==> src/rtl/ofm_tx_feeder_pkg.sv <==
// ofm_tx_feeder_pkg
// Shared constants and types for the OFM transmit feeder.
//   IFCODE_*          : transfer codes understood by the downstream writer
//   WR_SIZE_*         : word count of each transfer type
//   IFSCHEDULE_WIDTH  : width of the schedule tag forwarded with a transfer
//   tx_state_t        : feeder FSM states
//   wr_size_of()      : code -> word count, same decode as the downstream side
package ofm_tx_feeder_pkg;

  localparam logic [3:0] IFCODE_FLGOFM = 4'h6;
  localparam logic [3:0] IFCODE_OFM    = 4'h5;

  localparam int unsigned WR_SIZE_FLGOFM = 12;
  localparam int unsigned WR_SIZE_OFM    = 20;

  localparam int IFSCHEDULE_WIDTH = 8;

  typedef enum logic [2:0] {
    ST_IDLE,
    ST_PREFETCH,
    ST_CFG_WAIT,
    ST_STREAM,
    ST_DONE
  } tx_state_t;

  // Unknown codes fall back to the FLGOFM size, as the writer does.
  function automatic int unsigned wr_size_of(input logic [3:0] code);
    return (code == IFCODE_OFM) ? WR_SIZE_OFM : WR_SIZE_FLGOFM;
  endfunction

endpackage

==> src/rtl/ofm_tx_feeder_sync_skid_fifo.sv <==
// sync_skid_fifo
// Small synchronous FIFO used as the feeder's skid buffer. The head word is
// presented combinationally so the consumer can use it in the same cycle.
//   clk_chip, reset_n_chip : clock, async active-low reset (empties the FIFO)
//   push, push_data        : write one word at the clock edge
//   pop                    : drop the head word at the clock edge
//   head_data              : current head word (undefined when empty)
//   occupancy              : number of stored words, 0..DEPTH
module sync_skid_fifo #(
  parameter int DEPTH = 4,
  parameter int WIDTH = 32
) (
  input  logic                     clk_chip,
  input  logic                     reset_n_chip,
  input  logic                     push,
  input  logic [WIDTH-1:0]         push_data,
  input  logic                     pop,
  output logic [WIDTH-1:0]         head_data,
  output logic [$clog2(DEPTH):0]   occupancy
);

  localparam int PTR_W = $clog2(DEPTH);

  logic [WIDTH-1:0] mem [DEPTH];
  logic [PTR_W-1:0] wr_ptr_reg;
  logic [PTR_W-1:0] rd_ptr_reg;
  logic [PTR_W:0]   count_reg;

  // Storage carries no reset; validity is tracked by the pointers alone.
  always_ff @(posedge clk_chip) begin
    if (push) begin
      mem[wr_ptr_reg] <= push_data;
    end
  end

  // DEPTH is a power of two, so the pointers wrap naturally.
  always_ff @(posedge clk_chip or negedge reset_n_chip) begin
    if (!reset_n_chip) begin
      wr_ptr_reg <= '0;
      rd_ptr_reg <= '0;
      count_reg  <= '0;
    end else begin
      if (push) begin
        wr_ptr_reg <= wr_ptr_reg + 1'b1;
      end
      if (pop) begin
        rd_ptr_reg <= rd_ptr_reg + 1'b1;
      end
      case ({push, pop})
        2'b10:   count_reg <= count_reg + 1'b1;
        2'b01:   count_reg <= count_reg - 1'b1;
        default: count_reg <= count_reg;
      endcase
    end
  end

  assign head_data = mem[rd_ptr_reg];
  assign occupancy = count_reg;

endmodule

==> src/rtl/ofm_tx_feeder.sv <==
// ofm_tx_feeder
// Prefetches a transfer's words from the GBF into a skid buffer, waits for
// the async-FIFO writer to be idle, pulses the configuration and streams the
// words over the wr_ready/wr_req handshake.
//   clk_chip, reset_n_chip      : clock, async active-low reset
//   tx_start/tx_code/
//   tx_base_addr/IF_schedule_in : transfer request (sampled in IDLE only)
//   tx_busy, tx_done            : status (busy while not IDLE, done pulse)
//   gbf_rd_en/addr/data         : GBF read port, data one cycle after enable
//   config_ready/paulse/data,
//   IF_schedule                 : configuration handshake with the writer
//   wr_ready, wr_req, wr_data   : word stream to the writer
module ofm_tx_feeder
  import ofm_tx_feeder_pkg::*;
#(
  parameter int SPI_WIDTH      = 32,
  parameter int GBF_ADDR_WIDTH = 12,
  parameter int TX_WIDTH       = 20,
  parameter int SKID_DEPTH     = 4
) (
  input  logic                        clk_chip,
  input  logic                        reset_n_chip,
  input  logic                        tx_start,
  input  logic [3:0]                  tx_code,
  input  logic [GBF_ADDR_WIDTH-1:0]   tx_base_addr,
  input  logic [IFSCHEDULE_WIDTH-1:0] IF_schedule_in,
  output logic                        tx_busy,
  output logic                        tx_done,
  output logic                        gbf_rd_en,
  output logic [GBF_ADDR_WIDTH-1:0]   gbf_rd_addr,
  input  logic [SPI_WIDTH-1:0]        gbf_rd_data,
  input  logic                        config_ready,
  output logic                        config_paulse,
  output logic [3:0]                  config_data,
  output logic [IFSCHEDULE_WIDTH-1:0] IF_schedule,
  input  logic                        wr_ready,
  output logic                        wr_req,
  output logic [SPI_WIDTH-1:0]        wr_data
);

  localparam int OCC_W = $clog2(SKID_DEPTH) + 1;

  tx_state_t                   state_reg, state_next;
  logic [TX_WIDTH-1:0]         n_reg, rd_cnt_reg, wr_cnt_reg;
  logic [GBF_ADDR_WIDTH-1:0]   base_reg, rd_addr_reg;
  logic [3:0]                  config_data_reg;
  logic [IFSCHEDULE_WIDTH-1:0] sched_reg;
  logic                        rd_en_reg, push_reg;
  logic                        busy_reg, done_reg, paulse_reg;

  logic [SPI_WIDTH-1:0] head_data;
  logic [OCC_W-1:0]     occupancy;
  logic [OCC_W:0]       occ_after;
  logic                 issue_ok, prefetch_full, pop;
  logic                 start, issue, cfg_fire;

  sync_skid_fifo #(
    .DEPTH (SKID_DEPTH),
    .WIDTH (SPI_WIDTH)
  ) u_skid (
    .clk_chip     (clk_chip),
    .reset_n_chip (reset_n_chip),
    .push         (push_reg),
    .push_data    (gbf_rd_data),
    .pop          (pop),
    .head_data    (head_data),
    .occupancy    (occupancy)
  );

  assign wr_req  = (state_reg == ST_STREAM) && wr_ready && (occupancy != '0);
  assign pop     = wr_req;
  // Gate the head so an empty buffer never exposes stale storage.
  assign wr_data = (occupancy != '0) ? head_data : '0;

  // The next read decision is registered, so it is judged against the
  // occupancy after this edge plus the read still on the GBF bus
  // (rd_en_reg, whose data lands one edge later). That keeps the buffer
  // at most SKID_DEPTH-1 full while still allowing one read per cycle.
  assign occ_after = {1'b0, occupancy} + {{OCC_W{1'b0}}, push_reg}
                   - {{OCC_W{1'b0}}, pop};
  assign issue_ok  = (rd_cnt_reg < n_reg) &&
                     ((occ_after + {{OCC_W{1'b0}}, rd_en_reg}) <= (OCC_W+1)'(SKID_DEPTH - 2));

  // occupancy >= min(N, SKID_DEPTH-1)
  assign prefetch_full = (TX_WIDTH'(occupancy) >= n_reg) ||
                         (occupancy >= OCC_W'(SKID_DEPTH - 1));

  always_comb begin
    state_next = state_reg;
    start      = 1'b0;
    issue      = 1'b0;
    cfg_fire   = 1'b0;
    case (state_reg)
      ST_IDLE: begin
        if (tx_start) begin
          start      = 1'b1;
          state_next = ST_PREFETCH;
        end
      end
      ST_PREFETCH: begin
        issue = issue_ok;
        if (prefetch_full) begin
          state_next = ST_CFG_WAIT;
        end
      end
      ST_CFG_WAIT: begin
        issue = issue_ok;
        if (config_ready) begin
          cfg_fire   = 1'b1;
          state_next = ST_STREAM;
        end
      end
      ST_STREAM: begin
        issue = issue_ok;
        if (wr_req && (wr_cnt_reg == n_reg - TX_WIDTH'(1))) begin
          state_next = ST_DONE;
        end
      end
      ST_DONE: begin
        state_next = ST_IDLE;
      end
      default: begin
        state_next = ST_IDLE;
      end
    endcase
  end

  always_ff @(posedge clk_chip or negedge reset_n_chip) begin
    if (!reset_n_chip) begin
      state_reg       <= ST_IDLE;
      n_reg           <= '0;
      rd_cnt_reg      <= '0;
      wr_cnt_reg      <= '0;
      base_reg        <= '0;
      rd_addr_reg     <= '0;
      config_data_reg <= '0;
      sched_reg       <= '0;
      rd_en_reg       <= 1'b0;
      push_reg        <= 1'b0;
      busy_reg        <= 1'b0;
      done_reg        <= 1'b0;
      paulse_reg      <= 1'b0;
    end else begin
      state_reg  <= state_next;
      busy_reg   <= (state_next != ST_IDLE);
      done_reg   <= (state_next == ST_DONE);
      paulse_reg <= cfg_fire;
      // Reads issued before a reset never reach here, so late data is dropped.
      push_reg   <= rd_en_reg;
      if (start) begin
        n_reg           <= TX_WIDTH'(wr_size_of(tx_code));
        base_reg        <= tx_base_addr;
        config_data_reg <= tx_code;
        sched_reg       <= IF_schedule_in;
        wr_cnt_reg      <= '0;
        // Counter cleared and the first read (base + 0) issued together.
        rd_cnt_reg      <= TX_WIDTH'(1);
        rd_en_reg       <= 1'b1;
        rd_addr_reg     <= tx_base_addr;
      end else begin
        rd_en_reg <= issue;
        if (issue) begin
          rd_addr_reg <= base_reg + GBF_ADDR_WIDTH'(rd_cnt_reg);
          rd_cnt_reg  <= rd_cnt_reg + TX_WIDTH'(1);
        end
        if (wr_req) begin
          wr_cnt_reg <= wr_cnt_reg + TX_WIDTH'(1);
        end
      end
    end
  end

  assign tx_busy       = busy_reg;
  assign tx_done       = done_reg;
  assign gbf_rd_en     = rd_en_reg;
  assign gbf_rd_addr   = rd_addr_reg;
  assign config_paulse = paulse_reg;
  assign config_data   = config_data_reg;
  assign IF_schedule   = sched_reg;

endmodule

==> config.mk <==
export PLATFORM = sky130hd
export DESIGN_NAME = ofm_tx_feeder
export DESIGN_NICKNAME = d
export VERILOG_FILES = /design/src/rtl/ofm_tx_feeder_pkg.sv /design/src/rtl/ofm_tx_feeder_sync_skid_fifo.sv /design/src/rtl/ofm_tx_feeder.sv
export SDC_FILE = /design/constraint.sdc
export NUM_CORES = 1
export LEC_CHECK = 0
export BUFFER_PORTS_ARGS = -buffer_cell sky130_fd_sc_hd__buf_2
export CORE_UTILIZATION = 50
export DETAILED_ROUTE_END_ITERATION = 10
export PLACE_DENSITY_LB_ADDON = 0.25
export REMOVE_ABC_BUFFERS = 1
export SYNTH_ARGS = -nofsm -noshare
export SYNTH_HDL_FRONTEND = slang
export SYNTH_SLANG_ARGS = --single-unit
==> constraint.sdc <==
create_clock -name clk_chip -period 7.1 [get_ports clk_chip]
set_clock_uncertainty 0.2 [all_clocks]
set_input_delay 1.775 -clock clk_chip [delete_from_list [all_inputs] [get_ports clk_chip]]
set_output_delay 1.775 -clock clk_chip [all_outputs]
set_load 0.005 [all_outputs]
==> impl_summary.md <==
Worst setup path
The slack of the worst reg-to-reg path is between 2000 and 3000 ps. The slowest cell on the critical path is and3_1. The endpoint type of the worst setup path is a register. The delay of the slowest cell on the worst path is between 700 and 800 ps. The worst setup path category is primary input to register. The signal arrival time at the worst endpoint is around 5500 ps. The critical path goes through buf_2 > nand4b_1 > or3_1 > and2_0 > fa_1 > inv_1 > fa_1 > nor2b_1 > or4_4 > nor3_2 > and3_1 > mux2i_1 > o21ai_1. The kind of start point of the critical path is a primary input. At the worst endpoint, the required time is slightly above 7000 ps. Counting stages on the worst path, the most repeated cell is fa_1. The highest net fanout along the worst path is 15.

Power
Power spread over the standard cell area amounts to 403 nW/um^2. VDD sags by at most between 0.2 and 0.3 mV. The static power due to leakage is between 4 and 5 nW.

GRT
The total congestion overflow after global routing is 0. The initial antenna violation count came to 1. The global-route wire length before repair is 31100 um.

Entering global routing, the biggest net connects 62 pins. The number of global-route vias before repair is about 6200. In the global route stage, overall resource usage came out at around 20%.

Routing
The first-pass iteration count of the detailed router is 4. The routed length per instance is 16.9 um. For this block, the routed nets add up to 18900 um of wire. The sum of met3 wire segment lengths after detailed routing is ~1000 um. Dividing the detail-routed via count by the number of cells gives 5.44.

Across all layers, the routed design uses a little over 6000 vias. After detailed routing, the number of remaining DRC violations is 0. After detailed routing, the wire length on met1 is 7950 um.

The detail route stage leaves a number of antenna-violating nets equal to 0. The highest routed metal layer is met4. After the first detailed-routing iteration, the DRC count stood at between 300 and 400. The total length of routed met2 wires is 9530 um.

Run status
The run finished with clean final reports.

Synthesis
The most common flop cell mapped by yosys is edfxtp_1. After synthesis, the share of flip-flops with an asynchronous set or reset is a little over two fifths. The average footprint of a synthesized cell is ~14 sq um.

The Yosys step of the flow raised 0 warnings. The cell with the most instances after synthesis is edfxtp_1. In this run the cell area of the synthesized design comes to between 9000 and 10000 sq um.

Sorting the synthesized cells by how often they occur yields edfxtp_1 (128), nand2_1 (102), dfrtp_1 (94). Ranked by total cell area, the synthesized netlist is headed by edfxtp_1 (39%), dfrtp_1 (24%), mux4_2 (7.4%), nand2_1 (3.9%), ha_1 (3.1%). After synthesis, the netlist uses 56 different library cells. After synthesis, the largest area contributor takes up 39.5% of total cell area. The sequential element share of the synthesized area is 63.6%. The instance count of the mapped netlist is between 700 and 800.

The library cell with the largest summed area after synthesis is edfxtp_1. The total of flip-flops plus latches after synthesis is 222. The number of flops mapped to enable cells by yosys is between 100 and 150.

Clock tree
The register clock-pin slew on the reported worst setup and hold paths is around 60 ps. The clock sink count is between 200 and 250. The total of hold buffers inserted after clock tree synthesis is 0. Post-CTS repair changed the size of 0 cells. TritonCTS built the clock tree. The post-CTS setup buffer count is 0. In this run the number of H-tree levels came out at 1. The clock root buffer is clkbuf_16. No sink is reached through more buffers than the 3 on the longest clock path. The number of buffers created by CTS is 23.

The clock latency on the worst-skew pair is 500 ps.

Finish
The area growth from synthesis to layout is 16.2%. The final design utilization is 59.9%. The fraction of final layout cells with drive strength greater than 1 is 23.5%. The final-stage net count is between 900 and 1000. The number of flip-flops in the largest register is ~130.

Placed design
Detailed placement ended at an HPWL of between 10000 and 15000 um. At the placement stage, the worst setup path has a slack of 1280 ps. The number of port buffers is between 100 and 150.

Routability-driven placement finished with a final weighted congestion of roughly 0.9.

Timing
The portion of the clock cycle consumed by the worst path in the final layout is between 70% and 80%. The sum of negative setup slack is 0 ps. For the finished layout, the period the worst path requires is between 5000 and 6000 ps.

Headroom to the max-slew limit came out at roughly 41%. The final number of hold-violating endpoints is 0. Setup violations remaining at the end of the flow were counted as 0. The number of pins with negative max-slew slack in the final report came to 0. Setup repair after global routing left no endpoint under its margin.

The fmax is ~190 MHz. The worst path setup slack after routing is 1780 ps. For the pin with the worst max-slew slack, the measured transition is between 800 and 900 ps.

Floorplanning
Row generation in the floorplan step produced 50 rows. For this design the top-level I/O count stands at 122. The die is about 140 um tall.

The area of the die is ~20000 sq um. The die width is 142 um. After floorplanning, the core was sized to cover about 19000 sq um. The effective utilization at floorplan is a little over 50%.

Job
Max-cap violations in this run came to 0.

Hold path
The path type of the worst min-delay path is register to register.
## routing by layer
metal / GRT usage (%) / vias to the layer above
li1: - / 2849
met1: 25.2 / 3014
met2: 34.0 / 186
met3: 3.21 / 37
met4: 6.06 / 0
met5: 0 / -
## worst max-delay path, delay by kind of cell
kind            cells  cell delay [ps]
simple gates        7             2350
fa+ha+maj           2              820
mux                 1              280
buf+inv             2              180
compound gates      1               80
## worst paths after layout
check / start / end / cells past startpoint
max: wr_ready / gbf_rd_addr[0]$_DFFE_PN0P_ / 13
max reg2reg: state_reg[2]$_DFF_PN0_ / gbf_rd_addr[0]$_DFFE_PN0P_ / 12
max in group asynchronous: reset_n_chip / u_skid.rd_ptr_reg[0]$_DFFE_PN0P_ / 2
min reg2reg: config_data[2]$_DFFE_PN0P_ / config_data[2]$_DFFE_PN0P_ / 2
min: config_data[2]$_DFFE_PN0P_ / config_data[2]$_DFFE_PN0P_ / 2
min in group asynchronous: reset_n_chip / gbf_rd_addr[9]$_DFFE_PN0P_ / 1
## power breakdown
part | switching (W) | internal [W]
combinational | 0.000830 | 0.000766
sequential | 0.000187 | 0.00163
clock | 0.000469 | 0.000670
total | 0.00149 | 0.00307
## metrics by stage
stage                     cells  hold slack (ps)  cell area, sq um  power, W
after global placement     1075              254             10600   0.00338
after detailed placement   1075              258             10600   0.00345
after global routing       1117              297             11300   0.00486
final                      1118              275             11300   0.00456
after CTS                  1117              278             11300   0.00461
after floorplan             688              196              9600   0.00290
## final cells by class
cell class                      count  area, sq um
Antenna cell                        1         2.50
Clock buffer                       30          602
Clock inverter                     12          110
Fill cell                        1528         7580
Inverter                           22         82.6
Multi-Input combinational cell    444         3340
Sequential cell                   222         6200
Tap cell                          260          325
Timing Repair Buffer              127          653
## cells in the final DEF, fill, tap and decap left out, types with 19 or more instances in the layout
cell type,instances
clkbuf_16,23
mux4_2,32
buf_2,120
edfxtp_1,128
nor2b_1,34
dfrtp_1,93
nor2_1,35
nand2_1,102
xor2_1,20
inv_1,22
a21oi_1,19
ha_1,24
## kinds of logic after synthesis
family,after synthesis,synth area share (%)
adder cells (fa/ha/maj),28,3.91
buffers and inverters,55,2.29
XOR/XNOR,38,3.42
multiplexers,42,8.60
AND/OR/NAND/NOR,266,13.8
AO/OA/AOI/OAI,70,4.33
flip-flops,222,63.6
No activity file was read; power rests on OpenSTA's default activity.
